===== src/rtl/rvcore_pipe_pkg.sv =====
// rtl/rvcore_pipe_pkg.sv - MEM->WB payload layout and occupancy constants for pipe_stage_reg
package rvcore_pipe_pkg;

  localparam int unsigned REG_WDATA_W = 32;
  localparam int unsigned REG_WADDR_W = 5;
  localparam int unsigned REG_WE_W    = 1;
  localparam int unsigned CSR_WDATA_W = 32;
  localparam int unsigned CSR_WADDR_W = 12;
  localparam int unsigned CSR_WE_W    = 1;

  // Fields packed LSB-first in the order listed above
  localparam int unsigned REG_WDATA_LSB = 0;
  localparam int unsigned REG_WADDR_LSB = REG_WDATA_LSB + REG_WDATA_W;
  localparam int unsigned REG_WE_LSB    = REG_WADDR_LSB + REG_WADDR_W;
  localparam int unsigned CSR_WDATA_LSB = REG_WE_LSB + REG_WE_W;
  localparam int unsigned CSR_WADDR_LSB = CSR_WDATA_LSB + CSR_WDATA_W;
  localparam int unsigned CSR_WE_LSB    = CSR_WADDR_LSB + CSR_WADDR_W;

  localparam int unsigned MEMWB_DATA_W  = CSR_WE_LSB + CSR_WE_W;

  localparam int unsigned OCC_W = 2;
  localparam logic [OCC_W-1:0] OCC_EMPTY = 2'd0;
  localparam logic [OCC_W-1:0] OCC_ONE   = 2'd1;
  localparam logic [OCC_W-1:0] OCC_FULL  = 2'd2;

  function automatic logic [MEMWB_DATA_W-1:0] pack_memwb(
    input logic [REG_WDATA_W-1:0] reg_wdata,
    input logic [REG_WADDR_W-1:0] reg_waddr,
    input logic                   reg_we,
    input logic [CSR_WDATA_W-1:0] csr_wdata,
    input logic [CSR_WADDR_W-1:0] csr_waddr,
    input logic                   csr_we
  );
    return {csr_we, csr_waddr, csr_wdata, reg_we, reg_waddr, reg_wdata};
  endfunction

endpackage


===== src/rtl/pipe_slot.sv =====
// rtl/pipe_slot.sv - single payload register with clear-to-RST_VAL, load and hold
module pipe_slot #(
  parameter int unsigned       DATA_W  = 8,
  parameter logic [DATA_W-1:0] RST_VAL = '0
) (
  input  logic              clk,
  input  logic              clr,
  input  logic              load,
  input  logic [DATA_W-1:0] d,
  output logic [DATA_W-1:0] q
);

  always_ff @(posedge clk) begin
    if (clr) begin
      q <= RST_VAL;
    end else if (load) begin
      q <= d;
    end
  end

endmodule


===== src/rtl/pipe_stage_reg.sv =====
// rtl/pipe_stage_reg.sv - valid/ready pipeline stage register; PIPE_SKID_EN adds a 2-entry skid
module pipe_stage_reg
  import rvcore_pipe_pkg::*;
#(
  parameter int unsigned       DATA_W  = MEMWB_DATA_W,
  parameter logic [DATA_W-1:0] RST_VAL = '0
) (
  input  logic              clk,
  input  logic              rst,
  input  logic              in_valid_i,
  output logic              in_ready_o,
  input  logic [DATA_W-1:0] in_data_i,
  output logic              out_valid_o,
  input  logic              out_ready_i,
  output logic [DATA_W-1:0] out_data_o,
  input  logic              fc_stall_i,
  input  logic              fc_flush_i,
  output logic [OCC_W-1:0]  occ_o
);

  logic [OCC_W-1:0]  count;
  logic [OCC_W-1:0]  count_next;
  logic              accept;
  logic              pop;
  logic              clr;
  logic              main_load;
  logic [DATA_W-1:0] main_d;
  logic [DATA_W-1:0] main_q;

  // Stall outranks flush, so a flush raised under stall has no effect
  assign clr         = rst | (fc_flush_i & ~fc_stall_i);
  assign accept      = in_valid_i & in_ready_o;
  assign pop         = out_valid_o & out_ready_i;
  assign out_valid_o = (count != OCC_EMPTY) & ~fc_stall_i;
  assign out_data_o  = main_q;
  assign occ_o       = count;

`ifdef PIPE_SKID_EN
  logic              skid_load;
  logic [DATA_W-1:0] skid_q;

  assign in_ready_o = (count != OCC_FULL) & ~fc_stall_i;

  always_comb begin
    count_next = count;
    main_load  = 1'b0;
    main_d     = in_data_i;
    skid_load  = 1'b0;
    case (count)
      OCC_EMPTY: begin
        if (accept) begin
          main_load  = 1'b1;
          count_next = OCC_ONE;
        end
      end
      OCC_ONE: begin
        if (accept && pop) begin
          main_load = 1'b1;
        end else if (accept) begin
          skid_load  = 1'b1;
          count_next = OCC_FULL;
        end else if (pop) begin
          count_next = OCC_EMPTY;
        end
      end
      OCC_FULL: begin
        if (pop) begin
          main_load  = 1'b1;
          main_d     = skid_q;
          count_next = OCC_ONE;
        end
      end
      default: count_next = OCC_EMPTY;
    endcase
  end

  pipe_slot #(
    .DATA_W (DATA_W),
    .RST_VAL(RST_VAL)
  ) u_skid (
    .clk (clk),
    .clr (clr),
    .load(skid_load),
    .d   (in_data_i),
    .q   (skid_q)
  );
`else
  // Single slot: full throughput requires ready to see the downstream pop
  assign in_ready_o = ((count == OCC_EMPTY) | out_ready_i) & ~fc_stall_i;

  always_comb begin
    count_next = count;
    main_load  = accept;
    main_d     = in_data_i;
    if (accept) begin
      count_next = OCC_ONE;
    end else if (pop) begin
      count_next = OCC_EMPTY;
    end
  end
`endif

  pipe_slot #(
    .DATA_W (DATA_W),
    .RST_VAL(RST_VAL)
  ) u_main (
    .clk (clk),
    .clr (clr),
    .load(main_load),
    .d   (main_d),
    .q   (main_q)
  );

  always_ff @(posedge clk) begin
    if (clr) begin
      count <= OCC_EMPTY;
    end else if (!fc_stall_i) begin
      count <= count_next;
    end
  end

endmodule


===== config.mk =====
export PLATFORM = sky130hd
export DESIGN_NAME = pipe_stage_reg
export DESIGN_NICKNAME = d
export VERILOG_FILES = /design/src/rtl/rvcore_pipe_pkg.sv /design/src/rtl/pipe_slot.sv /design/src/rtl/pipe_stage_reg.sv
export SDC_FILE = /design/constraint.sdc
export NUM_CORES = 1
export LEC_CHECK = 0
export ABC_CLOCK_PERIOD_IN_PS = 1600
export BUFFER_PORTS_ARGS = -buffer_cell sky130_fd_sc_hd__buf_2
export CAP_MARGIN = 20
export CORE_MARGIN = 5
export CORE_UTILIZATION = 44
export DETAILED_ROUTE_END_ITERATION = 8
export PLACE_DENSITY = 0.89
export SYNTH_ARGS = -nofsm -noshare
export SYNTH_HDL_FRONTEND = slang
export SYNTH_HIERARCHICAL = 1
export SYNTH_SLANG_ARGS = --single-unit

===== constraint.sdc =====
create_clock -name clk -period 1.6 [get_ports clk]
set_input_delay 0.24 -clock clk [delete_from_list [all_inputs] [get_ports clk]]
set_output_delay 0.24 -clock clk [all_outputs]
set_load 0.03 [all_outputs]

==> qor.csv, run 1 <==
stage,metric,value,unit
min_path,hold_path.class,in2reg,
status,status,"finished, final reports clean",
grt,grt_first_pass_wirelength,11580,um
detailed_routing,vias_per_cell,4.523,
setup_path,worstSetupPathType,reg2reg,
min_path,worstHoldEndpoint,u_main/q[9]$_SDFFE_PP0P_,
synthesis,yosysTopAreaCell,dfxtp_1,
timing,rsz0062_at_grt,no,
synthesis,syn_area_per_cell,11.08,um2
synthesis,netlist_area,0.003102,mm2
power,leakage,2.096,nW
min_path,hold_path_depth,3,
synthesis,synth.top_cell.area_share,0.5422,
synthesis,synth_seq_cells,84,
layout,drive_gt1_frac,0.4336,
synthesis,synth_nets,369,
floorplanning,rows,30,
setup_path,cp_slowest_cell,dfxtp_1,
clocking,clockRootBuffer,clkbuf_8,
timing,post-route-period-util,0.9460,
synthesis,syn_inst,280,
setup_path,worstReg2RegStart,occ_o[0]$_SDFFE_PP0P_,
setup_path,r2r-end,u_main/q[0]$_SDFFE_PP0P_,
power,worst_ir_drop_vdd,0.6254,mV
setup_path,arrival,1720,ps
job,drv_cap,0,
setup_path,crit_family,buffers and inverters,
detailed_routing,drt_iter0_drc,57,
clocking,cts-buffers-inserted,9,
synthesis,ys_types,16,
detailed_routing,drc,0,
clocking,cts_tree,built,
clocking,cts_buffer_depth,2,
floorplanning,die-area,0.008828,mm2
timing,timing.fmax,660.7,MHz
detailed_routing,num_vias,2510,
timing,setup_violations,0,
grt,antenna_found_initial,0,
setup_path,worst_setup_path_end_kind,register,
synthesis,synth_area_leaders,"dfxtp_1, mux2i_1, nor2_1",
timing,setup_total_negative_slack,0,ps
detailed_routing,drt_first_pass_iters,4,
clocking,cts_sinks,84,
setup_path,crit_fanout,31,
setup_path,r2r_cells,6,
grt,grt_max_degree,84,
placement,gp_congestion,0.7467,
setup_path,critical_path.max_stage_delay,330,ps
layout,n_antenna_cell,0,
timing,worst_slack,86.34,ps
setup_path,cp.required,1810,ps
setup_path,ff2ff_setup_slack,90,ps
power,p_per_area,1050,mW/mm2
setup_path,path_cells,nor2b_1 > nor3b_2 > buf_4 > buf_12 > mux2i_1 > nor2_1,
floorplanning,core_area,0.006832,mm2
placement,hpwl,5553,um
timing,skew,8.848,ps
synthesis,ys_warn_count,6,
timing,slew_violations,0,
floorplanning,die_x,93.96,um
clocking,worstSkewPairLatency,340,ps
detailed_routing,routed_wl,7434,um
clocking,htree_levels,3,
floorplanning,initial_core_util,0.4540,
setup_path,crit_cells,6,
setup_path,worst-path-buf-inv,2,
floorplanning,die_y,93.96,um
synthesis,synth-seq-area-share,0.5422,
setup_path,critPathLaunchType,register,
placement,portBuffers,174,
grt,grt_pass1_vias,2634,
clocking,cts.clk_slew.worst_paths,90,ps
placement,dp_slack,96.98,ps
grt,track_usage,0.1657,
detailed_routing,antenna_left,0,
layout,syn_to_final_growth,36.26,%
min_path,min_from,in_data_i[9],
detailed_routing,wl_per_cell,13.39,um
floorplanning,io-pin-count,176,
timing,min_period,1514,ps
grt,overflow,0,
timing,finalHoldViolations,0,
layout,nets,544,
==> layout by cell type, fill, tap and decap left out, drive strengths merged, types with 2 or more instances in the layout <==
cell type / n
buf: 182
clkbuf: 12
nor2: 85
nor2b: 2
bufinv: 2
dfxtp: 84
clkinvlp: 2
mux2i: 83
==> state kept, by name, summed over array words and instances, names as in the netlist <==
| signal | flops |
|---|---|
| occ_o | 1 |
| u_main/q | 83 |
==> what timing repair did <==
action | in CTS | in global routing
hold buffers | 0 | 0
gates resized for setup | 0 | 1
setup buffers | 0 | 0
endpoints found under the setup margin | 0 | 4
==> report_power, final <==
group	internal, mW	switching [mW]
Clock	0.873	0.700
Sequential	2.17	0.0383
Combinational	0.273	0.386
==> cells in the mapped netlist <==
library cell	number
and2b_2	1
dfxtp_1	84
o21bai_1	1
a32o_1	1
mux2i_1	83
nor3b_1	1
buf_4	2
conb_1	1
clkbuf_1	2
nor2_1	85
a21o_1	1
inv_1	1
buf_12	7
buf_6	1
buf_2	7
nor2b_1	2
==> cell families (layout without fill, tap and decap cells) <==
logic type             after synthesis  in the layout  synth area share
other                                1              1          0.001209
AO/OA/AOI/OAI                        3              3          0.008070
buffers and inverters               20            199           0.06857
flip-flops                          84             84            0.5422
AND/OR/NAND/NOR                     89             89            0.1121
multiplexers                        83             83            0.2679
==> layer usage <==
layer  GRT usage  wire length (um)  vias up
met5           0                 0        -
met4     0.06739                86        0
met3     0.07612               807        8
met2      0.2844              3473      119
met1      0.1750              3068     1111
li1            -                 -     1272
==> tightest hold or removal path, cell delays in order <==
cell	delay, ps
buf_2	70
mux2i_1	50
nor2_1	70
==> metrics by stage <==
step	hold WS, ps	instance area, um2	cells	total power, mW	util
global route	118.2	4227	555	4.657	0.6187
detailed placement	476.4	3988	539	2.906	0.5837
global placement	466.1	3988	539	2.888	0.5837
floorplan	387.2	3102	280	2.698	-
finish	133.9	4227	555	4.438	0.6187
CTS	116.7	4194	554	4.496	0.6139
==> worst max-delay path by stage <==
stage                           from                   endpoint  slack [ps]
2_1_floorplan  occ_o[0]$_SDFFE_PP0P_  u_main/q[11]$_SDFFE_PP0P_          20
3_3_place_gp   occ_o[0]$_SDFFE_PP0P_  u_main/q[32]$_SDFFE_PP0P_         160
3_5_place_dp   occ_o[0]$_SDFFE_PP0P_  u_main/q[37]$_SDFFE_PP0P_         100
4_1_cts        occ_o[0]$_SDFFE_PP0P_  u_main/q[35]$_SDFFE_PP0P_          80
5_1_grt        occ_o[0]$_SDFFE_PP0P_   u_main/q[0]$_SDFFE_PP0P_           6
6_report       occ_o[0]$_SDFFE_PP0P_   u_main/q[0]$_SDFFE_PP0P_          90
==> cell type report <==
cell class | count | area, um2
tap | 96 | 120.1
sequential | 84 | 1682
fill | 569 | 2605
multi-input combinational | 176 | 1214
inverter | 1 | 3.754
timing repair buffer | 183 | 1001
clock inverter | 4 | 75.07
clock buffer | 11 | 131.4
Note: power is estimated with default switching activity, not from simulation.
==> inputs of run 2 (changes only) <==
Settings changed: BUFFER_PORTS_ARGS -buffer_cell sky130_fd_sc_hd__buf_2 to default, CORE_UTILIZATION 44 to 45, DONT_BUFFER_PORTS from default to 1, PLACE_DENSITY 0.89 to 0.69.
==> qor.csv, run 2 (synthesis results as in run 1) <==
stage,metric,value,unit
floorplanning,die_x,93.02,um
detailed_routing,drc,0,
setup_path,worst_setup_path_end_kind,register,
floorplanning,initial_core_util,0.4591,
timing,skew,7.315,ps
placement,hpwl,4770,um
floorplanning,io-pin-count,176,
grt,grt_first_pass_wirelength,9929,um
power,sequentialPowerShare,0.550,
timing,worst_slack,136.2,ps
clocking,hold_buffers,0,
floorplanning,die-area,0.008653,mm2
clocking,cts.clk_slew.worst_paths,80,ps
placement,dp_slack,103.6,ps
setup_path,worstSetupPathType,reg2reg,
power,p_sw,1.073,mW
min_path,hold_path.class,in2reg,
job,drv_cap,0,
placement,gp_congestion,0.7124,
power,p_per_area,1275,mW/mm2
timing,min_period,1464,ps
timing,post-route-period-util,0.9149,
timing,holdWs,42.20,ps
clocking,cts_sinks,84,
timing,finalHoldViolations,0,
layout,mostFrequentLayoutCell,nor2_1,
power,internal-power,3.242,mW
power,worst_ir_drop_vdd,0.6432,mV
timing,slew_violations,0,
timing,timing.fmax,683.1,MHz
layout,n_antenna_cell,0,
floorplanning,core_area,0.006756,mm2
placement,dp.cells,353,
detailed_routing,routed_wl,6565,um
layout,nets,376,
setup_path,critPathLaunchType,register,
timing,setup_violations,0,
grt,grt_max_degree,43,
clocking,clockRootBuffer,clkbuf_8,
floorplanning,rows,30,
grt,overflow,0,
detailed_routing,num_vias,1918,
clocking,cts_buffer_depth,2,
status,status,"finished, final reports clean",
detailed_routing,drt_first_pass_iters,4,
clocking,worstSkewPairLatency,340,ps
power,p_comb_frac,0.074,
grt,track_usage,0.1478,
clocking,htree_levels,3,
floorplanning,die_y,93.02,um
power,switching_share,0.2487,
layout,syn_to_final_growth,9.076,%
placement,portBuffers,0,
timing,setup_total_negative_slack,0,ps
setup_path,arrival,1690,ps
power,leakage,1.322,nW
setup_path,cp.required,1820,ps
grt,grt_pass1_vias,1944,
layout,nFillCells,632,
timing,rsz0062_at_grt,no,
clocking,cts_tree,built,
layout,top_register,u_main/q,
layout,multiInputGateArea,0.001217,mm2
clocking,cts-buffers-inserted,9,
layout,instances_no_fill,372,
detailed_routing,wl_per_cell,17.65,um
layout,largest_reg_flops,83,
detailed_routing,vias_per_cell,5.156,
detailed_routing,antenna_left,0,
power,power_frac_clock,0.376,
setup_path,crit_fanout,21,
layout,drive_gt1_frac,0.1130,
grt,antenna_found_initial,0,
layout,register_area,0.001682,mm2
detailed_routing,drt_iter0_drc,48,
layout,final_cell_mix,"nor2_1, dfxtp_1, mux2i_1",
run 2: power groups by stage:
stage	Combinational, mW	Sequential [mW]	Clock [mW]
after CTS	0.306	2.38	1.68
after detailed placement	0.307	2.42	0
final	0.318	2.37	1.62
after global routing	0.356	2.39	1.78
after global placement	0.298	2.42	0
after floorplan	0.289	2.41	0
run 2: path summary, 6_finish.rpt:
path	slack [ps]	depth (start not counted)	start	to
max	140	6	occ_o[0]$_SDFFE_PP0P_	u_main/q[11]$_SDFFE_PP0P_
min reg2reg	670	2	u_main/q[40]$_SDFFE_PP0P_	u_main/q[40]$_SDFFE_PP0P_
max reg2reg	140	6	occ_o[0]$_SDFFE_PP0P_	u_main/q[11]$_SDFFE_PP0P_
min	40	2	in_data_i[50]	u_main/q[50]$_SDFFE_PP0P_
run 2: final cells by class:
class,count,share of cell area
multi-input combinational,176,0.3598
inverter,1,0.001109
clock inverter,4,0.02145
tap,80,0.02959
timing repair buffer,15,0.04808
clock buffer,12,0.04290
sequential,84,0.4970
run 2: stage by stage:
| stage | area, um2 | utilization | total power, mW |
|---|---|---|---|
| after floorplan | 3102 | - | 2.698 |
| after global placement | 3114 | 0.4609 | 2.722 |
| after detailed placement | 3114 | 0.4609 | 2.731 |
| after CTS | 3332 | 0.4931 | 4.367 |
| after global routing | 3383 | 0.5007 | 4.526 |
| final | 3383 | 0.5007 | 4.315 |
run 2: critical path, cell delays in order (launching register included):
cell and delay [ps]:
dfxtp_1 310, nor2b_1 140, nor3b_2 220, buf_4 190, buf_12 180, mux2i_1 220, nor2_1 60
run 2: metal layers:
metal  wire length (um)  share of wire  GRT usage  vias up
met3               1006           0.15    0.08930       11
li1                   -              -          -      937
met2               3064           0.47     0.2328      118
met4                130          0.020    0.07692        0
met1               2364           0.36     0.1540      852
met5                  0              0          0        -
run 2: repair_timing:
item	CTS	global route
setup buffers	0	2
setup endpoints to repair	0	2
gates resized for setup	0	2
